--- config.mk ---
export PLATFORM = sky130hd
export DESIGN_NAME = shifter_pipe_param
export DESIGN_NICKNAME = d
export VERILOG_FILES = /design/src/rtl/shifter_pipe_param.sv
export SDC_FILE = /design/constraint.sdc
export NUM_CORES = 1
export LEC_CHECK = 0
export CORE_ASPECT_RATIO = 1.4
export CORE_MARGIN = 2
export CORE_UTILIZATION = 47
export CTS_CLUSTER_DIAMETER = 60
export DETAILED_ROUTE_END_ITERATION = 12
export PLACE_DENSITY = 0.68
export SKIP_LAST_GASP = 1
export SLEW_MARGIN = 10
export SYNTH_ARGS = -nofsm -noshare
export SYNTH_HDL_FRONTEND = slang
export SYNTH_SLANG_ARGS = --single-unit
--- constraint.sdc ---
create_clock -name clk -period 3.66 [get_ports clk]
set_input_delay 0.549 -clock clk [delete_from_list [all_inputs] [get_ports clk]]
set_output_delay 0.549 -clock clk [all_outputs]
set_load 0.01 [all_outputs]
--- src/rtl/shifter_pipe_param.sv ---
// Pipelined barrel shifter (SLL/SRL/SRA/ROL/ROR) with opaque tag passthrough; optional carry_out under SHIFTER_CARRY_OUT_EN.
// Latency: STAGES cycles from accept to out_valid, 1 op/cycle sustained.
// Backpressure: whole pipe stalls (bubbles included) when out_valid & ~out_ready; in_ready = ~out_valid | out_ready.
module shifter_pipe_param #(
    parameter int WIDTH     = 32,
    parameter int SA_WIDTH  = 5,
    parameter int STAGES    = 2,
    parameter int TAG_WIDTH = 4
) (
    input  logic                 clk,
    input  logic                 resetn,
    input  logic                 in_valid,
    output logic                 in_ready,
    input  logic [WIDTH-1:0]     opB,
    input  logic [SA_WIDTH-1:0]  sa,
    input  logic [2:0]           op,
    input  logic [TAG_WIDTH-1:0] tag_in,
    output logic                 out_valid,
    input  logic                 out_ready,
    output logic [WIDTH-1:0]     result,
    output logic [TAG_WIDTH-1:0] tag_out
`ifdef SHIFTER_CARRY_OUT_EN
    ,
    output logic                 carry_out
`endif
);

    localparam logic [2:0] OP_SLL = 3'b000;
    localparam logic [2:0] OP_SRL = 3'b001;
    localparam logic [2:0] OP_SRA = 3'b011;
    localparam logic [2:0] OP_ROL = 3'b100;
    localparam logic [2:0] OP_ROR = 3'b101;
    localparam logic [SA_WIDTH-1:0] SA_ONE = SA_WIDTH'(1);

    typedef struct packed {
        logic                 vld;
        logic [WIDTH-1:0]     dat;
        logic [SA_WIDTH-1:0]  sa;
        logic [2:0]           op;
        logic [TAG_WIDTH-1:0] tag;
        logic                 sign;
`ifdef SHIFTER_CARRY_OUT_EN
        logic                 carry;
`endif
    } stage_t;

    // Shift-amount bits owned by stage s; the high bits land in the early stages.
    function automatic logic [SA_WIDTH-1:0] stage_mask(input int s);
        logic [SA_WIDTH-1:0] m;
        m = '0;
        for (int j = 0; j < SA_WIDTH; j++)
            if (((SA_WIDTH - 1 - j) * STAGES) / SA_WIDTH == s)
                m[j] = 1'b1;
        return m;
    endfunction

    function automatic logic [WIDTH-1:0] shift_dat(input logic [WIDTH-1:0] d,
                                                   input logic [SA_WIDTH-1:0] k,
                                                   input logic [2:0] o,
                                                   input logic sgn);
        logic [2*WIDTH-1:0] dd;
        logic [WIDTH-1:0]   r;
        dd = {d, d};
        r  = d;
        case (o)
            OP_SLL: r = d << k;
            OP_SRL: r = d >> k;
            OP_SRA: r = (d >> k) | (sgn ? ~({WIDTH{1'b1}} >> k) : '0);
            OP_ROL: begin
                dd = dd << k;
                r  = dd[2*WIDTH-1:WIDTH];
            end
            OP_ROR: begin
                dd = dd >> k;
                r  = dd[WIDTH-1:0];
            end
            default: r = d;
        endcase
        return r;
    endfunction

`ifdef SHIFTER_CARRY_OUT_EN
    // Outermost bit lost by this sub-shift; composes across stages because each
    // stage sees the partially shifted word.
    function automatic logic shift_carry(input logic [WIDTH-1:0] d,
                                         input logic [SA_WIDTH-1:0] k,
                                         input logic [2:0] o,
                                         input logic c);
        logic [WIDTH-1:0] t;
        logic             r;
        t = '0;
        r = c;
        if (k != '0) begin
            case (o)
                OP_SLL: begin
                    t = d << (k - SA_ONE);
                    r = t[WIDTH-1];
                end
                OP_SRL, OP_SRA: begin
                    t = d >> (k - SA_ONE);
                    r = t[0];
                end
                default: r = c;
            endcase
        end
        return r;
    endfunction
`endif

    logic                 adv;
    logic                 out_vld_q;
    logic [WIDTH-1:0]     result_q;
    logic [TAG_WIDTH-1:0] tag_q;
    stage_t               fresh;
    stage_t               pipe_in [STAGES];

    assign adv       = ~out_vld_q | out_ready;
    assign in_ready  = adv;
    assign out_valid = out_vld_q;
    assign result    = result_q;
    assign tag_out   = tag_q;

    always_comb begin
        fresh      = '0;
        fresh.vld  = in_valid;
        fresh.dat  = opB;
        fresh.sa   = sa;
        fresh.op   = op;
        fresh.tag  = tag_in;
        fresh.sign = opB[WIDTH-1];
    end

    assign pipe_in[0] = fresh;

    for (genvar s = 0; s < STAGES; s++) begin : g_stage
        localparam logic [SA_WIDTH-1:0] MASK = stage_mask(s);
        logic [SA_WIDTH-1:0] k;
        logic [WIDTH-1:0]    dat_nxt;

        assign k       = pipe_in[s].sa & MASK;
        assign dat_nxt = shift_dat(pipe_in[s].dat, k, pipe_in[s].op, pipe_in[s].sign);
`ifdef SHIFTER_CARRY_OUT_EN
        logic carry_nxt;
        assign carry_nxt = shift_carry(pipe_in[s].dat, k, pipe_in[s].op, pipe_in[s].carry);
`endif

        if (s < STAGES - 1) begin : g_mid
            stage_t nxt;
            stage_t q;

            always_comb begin
                nxt     = pipe_in[s];
                nxt.dat = dat_nxt;
`ifdef SHIFTER_CARRY_OUT_EN
                nxt.carry = carry_nxt;
`endif
            end

            always_ff @(posedge clk or negedge resetn) begin
                if (!resetn)
                    q <= '0;
                else if (adv)
                    q <= nxt;
            end

            assign pipe_in[s+1] = q;
        end else begin : g_last
            always_ff @(posedge clk or negedge resetn) begin
                if (!resetn) begin
                    out_vld_q <= 1'b0;
                    result_q  <= '0;
                    tag_q     <= '0;
                end else if (adv) begin
                    out_vld_q <= pipe_in[s].vld;
                    result_q  <= dat_nxt;
                    tag_q     <= pipe_in[s].tag;
                end
            end

`ifdef SHIFTER_CARRY_OUT_EN
            logic carry_q;
            always_ff @(posedge clk or negedge resetn) begin
                if (!resetn)
                    carry_q <= 1'b0;
                else if (adv)
                    carry_q <= carry_nxt;
            end
            assign carry_out = carry_q;
`endif
        end
    end

endmodule

==> results of run 1 <==
metal layers:
metal | global-route usage (%) | vias to the layer above | wire length (um)
met2 | 52.34 | 558 | 14450
met5 | 0 | - | 0
met3 | 3.887 | 133 | 2298
met1 | 41.45 | 4035 | 11470
met4 | 20.29 | 0 | 2037
li1 | - | 3752 | -
registers in the layout, summed over array words and instances, names as in the netlist:
name,flops
g_stage.g_mid.q,43
out_valid,1
result,32
tag_out,4
power by group:
part | leakage [nW] | switching [mW] | internal, mW | total [mW]
registers | 0.938 | 0.315 | 1.10 | 1.42
clock network | 0.171 | 0.428 | 0.677 | 1.10
logic | 2.66 | 0.956 | 0.925 | 1.88
path summary, 6_finish.rpt:
path	startpoint	end	slack, ps	cells past startpoint
worst max-delay path	op[0]	g_stage[0].g_mid.q[33]$_DFFE_PN0P_	770	6
worst min-delay path	resetn	result[2]$_DFFE_PN0P_	360	1
worst max register to register	g_stage[0].g_mid.q[5]$_DFFE_PN0P_	result[12]$_DFFE_PN0P_	1100	5
worst min register to register	g_stage[0].g_mid.q[45]$_DFFE_PN0P_	g_stage[0].g_mid.q[45]$_DFFE_PN0P_	470	2
max in group asynchronous	resetn	g_stage[0].g_mid.q[8]$_DFFE_PN0P_	2570	1
min in group clk	g_stage[0].g_mid.q[45]$_DFFE_PN0P_	g_stage[0].g_mid.q[45]$_DFFE_PN0P_	470	2
cell usage in the layout (no fill, tap or decap), drive strengths merged, types with 6 or more instances in the layout:
| cell type | instances |
|---|---|
| o31ai | 6 |
| a2111oi | 7 |
| nor3 | 8 |
| and2 | 8 |
| a221o | 6 |
| a22oi | 41 |
| a211oi | 21 |
| nor2b | 11 |
| dfrtp | 80 |
| o21ai | 46 |
| inv | 13 |
| buf | 38 |
| o22ai | 40 |
| clkbuf | 9 |
| nand2 | 100 |
| a31oi | 32 |
| nor2 | 74 |
| mux2 | 20 |
| a21oi | 40 |
| mux2i | 111 |
| nand2b | 19 |
| o221ai | 7 |
| clkdlybuf4s50 | 82 |
| a21o | 8 |
| mux4 | 32 |
| nand3 | 14 |
| o211ai | 9 |
| a221oi | 8 |
metrics by stage:
| step | utilization [%] | hold WS [ps] | worst slack [ps] | area, um^2 | cells |
|---|---|---|---|---|---|
| CTS | 55.20 | 408.4 | 910.3 | 9527 | 1225 |
| floorplan | - | 253.4 | 1643 | 8245 | 953 |
| detailed placement | 53.17 | 451.8 | 551.7 | 9176 | 1209 |
| global placement | 53.17 | 438.5 | 553.7 | 9176 | 1209 |
| global route | 55.20 | 444.5 | 720.2 | 9527 | 1225 |
| finish | 55.20 | 363.8 | 767.6 | 9527 | 1225 |
layout make-up:
cell class	count	area, um^2	share of cell area, %
flip-flops and latches	80	2007	21.07
clock buffers	9	225.2	2.364
clock inverters	7	125.1	1.313
inverters	13	48.80	0.5122
well taps	236	295.3	3.100
multi-input cells	760	5672	59.54
repair buffers	120	1154	12.11
logic make-up after synthesis:
logic type | count (synthesis)
compound gates | 327
mux | 163
simple gates | 270
buf+inv | 113
flops | 80
==> qor.tcl, run 1 <==
set qor(yosys_most_used_dff) {sky130_fd_sc_hd__dfrtp_1}
set qor(grt_max_degree) 76
set qor(layout-drive-gt1-share_pct) 13.14
set qor(max_cap_violations) 0
set qor(dominant_combinational_cell_family_by_area_after_synthesis) {compound AO/OA/AOI/OAI gates}
set qor(worstPathArrival_ps) 3120
set qor(die_area_um2) 18630
set qor(cts.htree.levels) 3
set qor(max_slew.worst_pin.slew_ps) 1139
set qor(ir_drop_mv) 0.1833
set qor(clkSlewWorstSetupHoldPaths_ps) 70
set qor(power_density_nw_per_um2) 462.0
set qor(route.antenna.remaining_nets) 0
set qor(synth-xor-area-share_pct) 0
set qor(period_needed_ps) 2892
set qor(route.detailed.wl_per_inst_um) 24.69
set qor(timing.clock.skew_ps) 10.17
set qor(synthTopCellsByArea) {sky130_fd_sc_hd__dfrtp_1, sky130_fd_sc_hd__mux2i_1, sky130_fd_sc_hd__mux4_2}
set qor(setup_viol_count_final) 0
set qor(post-cts-setup-buffers) 0
set qor(area_growth_syn_to_layout_pct) 15.54
set qor(cts_tree) {built}
set qor(synth-edff-count) 0
set qor(rows) 57
set qor(grt_antenna_before_repair) 0
set qor(post_synth_instance_area_um2) 8245
set qor(status) {complete, no violations}
set qor(asyncSetResetFlopFracSynth_pct) 100.0
set qor(fmax_ghz) 0.3457
set qor(end_kind) {register}
set qor(cts_resized) 0
set qor(port_buffers) 85
set qor(die_width_um) 115.9
set qor(hold_path_class) {in -> async}
set qor(initial_utilization_pct) 47.77
set qor(drt-initial-drc-count) 1218
set qor(synthDistinctLibCells) 83
set qor(synthDominantCellAreaShare_pct) 24.28
set qor(crit_path_max_fanout) 19
set qor(synthDominantAreaCellType) {sky130_fd_sc_hd__dfrtp_1}
set qor(synth.top_cells.by_count) {sky130_fd_sc_hd__mux2i_1, sky130_fd_sc_hd__nand2_1, sky130_fd_sc_hd__dfrtp_1, sky130_fd_sc_hd__nor2_1, sky130_fd_sc_hd__clkbuf_1}
set qor(timing.critical_path.max_delay_family) {buffers and inverters}
set qor(totalWireLength_mm) 30.25
set qor(clockRootBuffer) {sky130_fd_sc_hd__clkbuf_16}
set qor(setup_total_negative_slack_ps) 0
set qor(setup.worst_path.class) {in -> reg}
set qor(max_slew_margin_pct) 23.99
set qor(syn-instance-count) 953
set qor(synth_adder_area_share_pct) 0
set qor(setup_repair_after_global_routing_missed_its_margin) {no}
set qor(gpl_wtd_cong) 1.028
set qor(final_min_period_over_clock_period_pct) 79.03
set qor(num_vias) 8478
set qor(hold_violations) 0
set qor(cts_inserted_buffers) 9
set qor(globalRouteOverflowTotal) 0
set qor(via_per_inst) 6.921
set qor(drt_pass1_iterations) 6
set qor(clock_network_latency_to_the_later_pin_of_the_worst_skew_pair_ps) 350
set qor(cts_hold_buffers) 0
set qor(final_net_count) 1032
set qor(grt_pass1_wl_mm) 46.93
set qor(grt.total_usage_pct) 32.64
set qor(yosys.area_share.simple_pct) 15.68
set qor(num_antenna_cells) 0
set qor(start_kind) {input port}
set qor(yosys_warnings) 0
set qor(dp.final_hpwl_mm) 21.30
set qor(critPathRequiredTime_ps) 3890
set qor(cp_slowest_cell) {sky130_fd_sc_hd__clkdlybuf4s50_1}
set qor(critical_path.cell_chain) {clkdlybuf4s50_1 -> nand2b_1 -> a21oi_1 -> nor2b_1 -> a31oi_1 -> a221o_1}
set qor(vias_in_the_first_global_route) 8239
set qor(mappedNetlistNets) 1001
set qor(finalMaxSlewViolations) 0
set qor(synth.mux.area_fraction_pct) 25.04
set qor(post-synth-top-count-cell) {sky130_fd_sc_hd__mux2i_1}
set qor(core_um2) 17260
set qor(synth_compound_area_share_pct) 27.98
set qor(critPathMaxStageDelay_ps) 950
set qor(clock_tree.buffer_depth) 2
set qor(die_h_um) 160.7
set qor(post-route-drc-count) 0
set qor(syn_avg_cell_area_um2) 8.652
set qor(synth_sequential_area_ratio_pct) 24.28
set qor(p_leak_nw) 3.773
set qor(critPathBufInv) 1
set qor(numClockSinks) 80
set qor(register_bit_total_from_synthesis) 80
set qor(top_level_ports) 86
set qor(layout.filler_cells) 1617
set qor(totalPowerFinal_mw) 4.401
Power figures use the tool's default switching activity.
==> run 2, diff against run 1 <==
Settings changed: PLACE_DENSITY 0.68 to 0.71.
Clock period 3.66 ns to 2.6 ns, I/O delays scaled along.
==> run 2 against run 1 <==
Total power up 43%. Hold slack worse by 250 ps. First-iteration DRC count down 9.9%. Core utilization up 3.3 points. Combinational power up 49%. Clock skew about the same. Final area up 5.9%. Wire length up 6.3%. Critical endpoint is now g_stage[0].g_mid.q[23]$_DFFE_PN0P_.
==> qor.tcl, run 2 (synthesis results as in run 1) <==
set qor(status) {complete, no violations} ;# unchanged
set qor(gpl_wtd_cong) 1.025 ;# was 1.028
set qor(cts_inserted_buffers) 9 ;# unchanged
set qor(rows) 57 ;# unchanged
set qor(timing.hold.ws_ps) 118.1 ;# was 363.8 ps
set qor(max_slew_margin_pct) 45.88 ;# was 23.99%
set qor(setup_repair_after_global_routing_missed_its_margin) {no} ;# unchanged
set qor(multi_input_gate_area_um2) 5672 ;# unchanged
set qor(totalWireLength_mm) 32.15 ;# was 30.25 mm
set qor(placement.setup.worst_slack_ps) 74.34 ;# was 551.7 ps
set qor(top_register) {g_stage.g_mid.q} ;# unchanged
set qor(start_kind) {input port} ;# unchanged
set qor(route.detailed.wl_per_inst_um) 24.90 ;# was 24.69 um
set qor(grt_max_degree) 74 ;# was 76
set qor(route.antenna.remaining_nets) 0 ;# unchanged
set qor(globalRouteMet1Util_pct) 42.51 ;# was 41.45%
set qor(critical_path.cell_chain) {clkdlybuf4s50_1 -> buf_12 -> or3_1 -> o22ai_1 -> nor3_1 -> o21ai_1 -> a22o_1} ;# was clkdlybuf4s50_1 -> nand2b_1 -> a21oi_1 -> nor2b_1 -> a31oi_1 -> a221o_1
set qor(cts_tree) {built} ;# unchanged
set qor(instances_no_fill) 1291 ;# was 1,225
set qor(die_area_um2) 18630 ;# unchanged
set qor(layout-drive-gt1-share_pct) 18.48 ;# was 13.14%
set qor(post-route-drc-count) 0 ;# unchanged
set qor(grt_antenna_before_repair) 0 ;# unchanged
set qor(layout_commonest_cell) {sky130_fd_sc_hd__mux2i_1} ;# unchanged
set qor(internal_power_mw) 3.903 ;# was 2.702 mW
set qor(fmax_ghz) 0.4554
set qor(ir_drop_mv) 0.3180 ;# was 0.1833 mV
set qor(setup_viol_count_final) 0 ;# unchanged
set qor(timing.clock.skew_ps) 10.32 ;# was 10.17 ps
set qor(setup_total_negative_slack_ps) 0 ;# unchanged
set qor(p_leak_nw) 4.108 ;# was 3.773 nW
set qor(num_vias) 8670 ;# was 8,478
set qor(via_per_inst) 6.716 ;# was 6.921
set qor(switching_share_pct) 38.11 ;# was 38.62%
set qor(worst_r2r_path_depth) 4 ;# was 5
set qor(port_buffers) 85 ;# unchanged
set qor(hold_path_class) {in -> async} ;# unchanged
set qor(cts.htree.levels) 3 ;# unchanged
set qor(p_clk_share_pct) 24.0 ;# was 25.1%
set qor(critPathRequiredTime_ps) 2880 ;# was 3890 ps
set qor(layout.filler_cells) 1599 ;# was 1,617
set qor(die_width_um) 115.9 ;# unchanged
set qor(final_min_period_over_clock_period_pct) 84.46
set qor(clock_tree.buffer_depth) 2 ;# unchanged
set qor(cp_slowest_cell) {sky130_fd_sc_hd__or3_1} ;# was sky130_fd_sc_hd__clkdlybuf4s50_1
set qor(critical_path.reg2reg.endpoint) {result[21]$_DFFE_PN0P_} ;# was result[12]$_DFFE_PN0P_
set qor(die_h_um) 160.7 ;# unchanged
set qor(vias_in_the_first_global_route) 8514 ;# was 8,239
set qor(power.share.combinational_pct) 44.6 ;# was 42.7%
set qor(post-cts-setup-buffers) 0 ;# unchanged
set qor(clock_network_latency_to_the_later_pin_of_the_worst_skew_pair_ps) 340 ;# was 350 ps
set qor(area_growth_syn_to_layout_pct) 22.38 ;# was 15.54%
set qor(timing.critical_path.max_delay_family) {compound AO/OA/AOI/OAI gates} ;# was buffers and inverters
set qor(max_slew.worst_pin.slew_ps) 811.8 ;# was 1139 ps
set qor(drt-initial-drc-count) 1098 ;# was 1,218
set qor(grt_use_met3_pct) 5.208 ;# was 3.887%
set qor(worst_setup_path_startpoint) {op[0]} ;# unchanged
set qor(crit_path_max_fanout) 28 ;# was 19
set qor(critPathBufInv) 2 ;# was 1
set qor(grt.total_usage_pct) 34.90 ;# was 32.64%
set qor(cts_resized) 0 ;# unchanged
set qor(seq_power_share_pct) 31.4 ;# was 32.2%
set qor(netSwitchingPower_mw) 2.403 ;# was 1.700 mW
set qor(regToRegStartpoint) {g_stage[0].g_mid.q[8]$_DFFE_PN0P_} ;# was g_stage[0].g_mid.q[5]$_DFFE_PN0P_
set qor(core_um2) 17260 ;# unchanged
set qor(post-route-util_pct) 58.47 ;# was 55.20%
set qor(hold_violations) 0 ;# unchanged
set qor(clkSlewWorstSetupHoldPaths_ps) 70 ;# about the same
set qor(top_level_ports) 86 ;# unchanged
set qor(critPathMaxStageDelay_ps) 600 ;# was 950 ps
set qor(largest_register_ffs) 43 ;# unchanged
set qor(grt_busiest_layer) {met2} ;# unchanged
set qor(dp.final_hpwl_mm) 23.95 ;# was 21.30 mm
set qor(num_antenna_cells) 0 ;# unchanged
set qor(most_frequent_cells_in_the_layout) {sky130_fd_sc_hd__mux2i_1, sky130_fd_sc_hd__nand2_1, sky130_fd_sc_hd__buf_4} ;# was sky130_fd_sc_hd__mux2i_1, sky130_fd_sc_hd__nand2_1, sky130_fd_sc_hd__clkdlybuf4s50_1
set qor(max_cap_violations) 0 ;# unchanged
set qor(end_kind) {register} ;# unchanged
set qor(r2r_setup_slack_ps) 550 ;# was 1100 ps
set qor(finalMaxSlewViolations) 0 ;# unchanged
set qor(final_net_count) 1098 ;# was 1,032
set qor(drt_pass1_iterations) 6 ;# unchanged
set qor(globalRouteOverflowTotal) 0 ;# unchanged
set qor(initial_utilization_pct) 47.77 ;# unchanged
set qor(global_route.usage.met2_pct) 58.32 ;# was 52.34%
set qor(grt_pass1_wl_mm) 49.83 ;# was 46.93 mm
set qor(cts_hold_buffers) 0 ;# unchanged
set qor(power_density_nw_per_um2) 625.0 ;# was 462.0 nW/um^2
set qor(period_needed_ps) 2196
set qor(setup.worst_path.class) {in -> reg} ;# unchanged
set qor(clockRootBuffer) {sky130_fd_sc_hd__clkbuf_16} ;# unchanged
set qor(placedCellCount) 1275 ;# was 1,209
set qor(regArea_um2) 2007 ;# unchanged
set qor(fin_ws_ps) 404.0 ;# was 767.6 ps
set qor(numClockSinks) 80 ;# unchanged
set qor(worstPathArrival_ps) 2480 ;# was 3120 ps
## run 2: cell types whose count changed in the layout (fill, tap and decap cells not counted)
cell / previous run / this run
sky130_fd_sc_hd__buf_12: 4 / 10
sky130_fd_sc_hd__buf_4: 33 / 93
sky130_fd_sc_hd__clkinv_4: 1 / 0
sky130_fd_sc_hd__clkbuf_1: 0 / 1
sky130_fd_sc_hd__inv_6: 3 / 2
sky130_fd_sc_hd__clkinvlp_4: 0 / 1
## run 2: per-layer routing
| layer | vias up | part of all wire, % |
|---|---|---|
| met2 | 484 | 49 |
| met3 | 135 | 7.0 |
| met1 | 4158 | 38 |
| met4 | 0 | 6.4 |
| met5 | - | 0 |
| li1 | 3893 | - |
## run 2: worst register-to-register path: cells and delay by family, from the launching register on
| family | cells | cell delay [ps] |
|---|---|---|
| compound gates | 2 | 360 |
| mux | 1 | 570 |
| buf+inv | 1 | 290 |
| flops | 1 | 670 |
## run 2: worst max-delay path by stage
stage | end | slack, ps | cells past startpoint
CTS | in_ready | 380 | 4
detailed placement | g_stage[0].g_mid.q[23]$_DFFE_PN0P_ | 70 | 7
global placement | g_stage[0].g_mid.q[23]$_DFFE_PN0P_ | 60 | 7
floorplan | g_stage[0].g_mid.q[24]$_DFFE_PN0P_ | 740 | 6
global route | g_stage[0].g_mid.q[23]$_DFFE_PN0P_ | 290 | 7
finish | g_stage[0].g_mid.q[23]$_DFFE_PN0P_ | 400 | 7
## run 2: area by class of cell
cell class,instances,share of cell area (%)
Clock buffer,10,2.269
Clock inverter,6,1.141
Inverter,13,0.4836
Multi-Input combinational cell,760,56.21
Sequential cell,80,19.89
Tap cell,236,2.926
Timing Repair Buffer,186,17.09
## run 2: per-stage QoR
| step | area [um^2] | power (mW) |
|---|---|---|
| floorplan | 8245 | 3.565 |
| detailed placement | 9747 | 4.769 |
| global route | 10090 | 6.655 |
| global placement | 9747 | 4.740 |
| CTS | 10090 | 6.286 |
| finish | 10090 | 6.307 |
## run 2: power by group through the flow
stage	combinational [mW]	sequential (mW)	clock, mW
6_report	2.81	1.98	1.51
5_1_grt	3.04	2.02	1.59
4_1_cts	2.79	1.97	1.53
3_5_place_dp	2.78	1.99	0
3_3_place_gp	2.76	1.98	0
2_1_floorplan	1.69	1.88	0
==> run 3, diff against run 2 <==
Clock period 2.6 ns to 1.8 ns, I/O delays scaled along.
==> run 3 against run 2 <==
Combinational power is 78% higher. Flip-flop and latch count stayed put. The flow now finishes with violations (negative setup slack). Critical endpoint is now result[30]$_DFFE_PN0P_. Hold slack better by 330 ps. Critical path type is now reg -> reg. Highest routed layer unchanged. Core utilization is 9.8 points higher.
==> qor.tcl, run 3 (synthesis results as in run 1) <==
set qor(route.antenna.remaining_nets) 0 ;# unchanged
set qor(clockRootBuffer) {sky130_fd_sc_hd__clkbuf_16} ;# unchanged
set qor(cts_inserted_buffers) 9 ;# unchanged
set qor(cts_tree) {built} ;# unchanged
set qor(layout-drive-gt1-share_pct) 34.80 ;# was 18.48%
set qor(max_slew.worst_pin.slew_ps) 553.9 ;# was 811.8 ps
set qor(power_density_nw_per_um2) 827.7 ;# was 625.0 nW/um^2
set qor(violations) {negative setup slack}
set qor(vias_in_the_first_global_route) 9153 ;# was 8,514
set qor(hold_violations) 0 ;# unchanged
set qor(clock_tree.buffer_depth) 2 ;# unchanged
set qor(placement.setup.worst_slack_ps) -486.1 ;# was 74.34 ps
set qor(critPathBufInv) 2 ;# unchanged
set qor(start_kind) {register} ;# was input port
set qor(final_min_period_over_clock_period_pct) 104.1
set qor(cp_slowest_cell) {sky130_fd_sc_hd__dfrtp_4} ;# was sky130_fd_sc_hd__or3_1
set qor(crit_path_max_fanout) 16 ;# was 28
set qor(layout_commonest_cell) {sky130_fd_sc_hd__buf_4} ;# was sky130_fd_sc_hd__mux2i_1
set qor(drt-initial-drc-count) 1065 ;# was 1,098
set qor(p_leak_nw) 5.031 ;# was 4.108 nW
set qor(gpl_wtd_cong) 1.040 ;# was 1.025
set qor(max_slew_margin_pct) 63.08 ;# was 45.88%
set qor(core_um2) 17260 ;# unchanged
set qor(critPathRequiredTime_ps) 2080 ;# was 2880 ps
set qor(via_per_inst) 6.431 ;# was 6.716
set qor(numClockSinks) 80 ;# unchanged
set qor(drt_pass1_iterations) 5 ;# was 6
set qor(layout.filler_cells) 1417 ;# was 1,599
set qor(die_h_um) 160.7 ;# unchanged
set qor(grt_pass1_wl_mm) 50.72 ;# was 49.83 mm
set qor(port_buffers) 85 ;# unchanged
set qor(critPathMaxStageDelay_ps) 550 ;# was 600 ps
set qor(timing.clock.skew_ps) 11.33 ;# was 10.32 ps
set qor(rows) 57 ;# unchanged
set qor(num_antenna_cells) 0 ;# unchanged
set qor(top_register) {g_stage.g_mid.q} ;# unchanged
set qor(final_net_count) 1267 ;# was 1,098
set qor(top_level_ports) 86 ;# unchanged
set qor(post-route-util_pct) 68.24 ;# was 58.47%
set qor(hold_path_class) {in -> async} ;# unchanged
set qor(globalRouteOverflowTotal) 0 ;# unchanged
set qor(grt_antenna_before_repair) 0 ;# unchanged
set qor(initial_utilization_pct) 47.77 ;# unchanged
set qor(route.detailed.wl_per_inst_um) 23.25 ;# was 24.90 um
set qor(dp.final_hpwl_mm) 25.53 ;# was 23.95 mm
set qor(setup_viol_count_final) 7 ;# was 0
set qor(fin_ws_ps) -73.32 ;# was 404.0 ps
set qor(grt_max_degree) 40 ;# was 74
set qor(post-route-drc-count) 0 ;# unchanged
set qor(fmax_ghz) 0.5338
set qor(largest_register_ffs) 43 ;# unchanged
set qor(most_frequent_cells_in_the_layout) {sky130_fd_sc_hd__buf_4, sky130_fd_sc_hd__nand2_1, sky130_fd_sc_hd__mux2i_1} ;# was sky130_fd_sc_hd__mux2i_1, sky130_fd_sc_hd__nand2_1, sky130_fd_sc_hd__buf_4
set qor(period_needed_ps) 1873
set qor(totalWireLength_mm) 33.94 ;# was 32.15 mm
set qor(status) {complete, but fails checks} ;# was complete, no violations
set qor(num_vias) 9389 ;# was 8,670
set qor(die_width_um) 115.9 ;# unchanged
set qor(grt.total_usage_pct) 35.40 ;# was 34.90%
set qor(clkSlewWorstSetupHoldPaths_ps) 70 ;# about the same
set qor(die_area_um2) 18630 ;# unchanged
set qor(end_kind) {register} ;# unchanged
set qor(area_growth_syn_to_layout_pct) 42.84 ;# was 22.38%
set qor(setup.worst_path.class) {reg -> reg} ;# was in -> reg
set qor(timing.critical_path.max_delay_family) {flip-flops} ;# was compound AO/OA/AOI/OAI gates
set qor(setup_repair_after_global_routing_missed_its_margin) {yes} ;# was no
set qor(clock_network_latency_to_the_later_pin_of_the_worst_skew_pair_ps) 340 ;# about the same
set qor(worstPathArrival_ps) 2160 ;# was 2480 ps
set qor(max_cap_violations) 0 ;# unchanged
set qor(finalMaxSlewViolations) 0 ;# unchanged
set qor(critical_path.cell_chain) {buf_6 -> mux2i_2 -> nor3b_1 -> o21ai_0 -> a311oi_1 -> buf_4 -> a21o_1} ;# was clkdlybuf4s50_1 -> buf_12 -> or3_1 -> o22ai_1 -> nor3_1 -> o21ai_1 -> a22o_1
set qor(cts.htree.levels) 3 ;# unchanged
set qor(ir_drop_mv) 0.4556 ;# was 0.3180 mV
## run 3: metal layers
metal / GRT usage (%) / wire, um / up-vias
li1: - / - / 4237
met1: 42.87 / 12810 / 4530
met2: 60.07 / 17090 / 510
met3: 4.642 / 2196 / 112
met4: 19.26 / 1849 / 0
met5: 0 / 0 / -
## run 3: repair_timing
action                                  CTS  global route
hold endpoints to repair                 35             0
pin swaps                                 3            20
resized for setup                        31            69
hold buffers                              1             0
buffers inserted                          0             6
gates cloned                              0             3
endpoints found under the setup margin   37            54
## run 3: power breakdown
group	total [mW]	internal (mW)	switching (mW)
registers	2.81	2.24	0.570
clock network	1.93	1.12	0.809
logic	5.01	2.59	2.42
total	9.75	5.95	3.80
## run 3: layout make-up
type | count | area [um^2] | share of cell area [%]
sequential | 80 | 2007 | 17.04
clock inverter | 6 | 68.82 | 0.5843
timing repair buffer | 355 | 3119 | 26.48
multi-input combinational | 760 | 5989 | 50.86
tap | 236 | 295.3 | 2.507
clock buffer | 10 | 239.0 | 2.029
inverter | 13 | 58.81 | 0.4993
## run 3: path summary, 6_finish.rpt
check	startpoint	cells after the start	slack [ps]	to
hold / removal	resetn	2	450	result[3]$_DFFE_PN0P_
setup / recovery	g_stage[0].g_mid.q[8]$_DFFE_PN0P_	7	-70	result[30]$_DFFE_PN0P_
max in group asynchronous	resetn	3	790	g_stage[0].g_mid.q[28]$_DFFE_PN0P_
min in group clk	tag_in[2]	3	460	g_stage[0].g_mid.q[3]$_DFFE_PN0P_
setup reg to reg	g_stage[0].g_mid.q[8]$_DFFE_PN0P_	7	-70	result[30]$_DFFE_PN0P_
hold reg to reg	g_stage[0].g_mid.q[1]$_DFFE_PN0P_	2	470	g_stage[0].g_mid.q[1]$_DFFE_PN0P_
## run 3: stage by stage
stage | total power [mW] | hold WS, ps | TNS, ps | cells | area (um^2)
finish | 9.749 | 452.3 | -204.7 | 1460 | 11780
global route | 10.20 | 478.5 | -1187 | 1460 | 11780
CTS | 9.340 | 450.0 | -117.7 | 1451 | 11400
detailed placement | 7.361 | 284.8 | -13300 | 1434 | 10970
global placement | 7.290 | 289.0 | -12790 | 1434 | 10970
floorplan | 5.149 | -25.59 | 0 | 953 | 8245
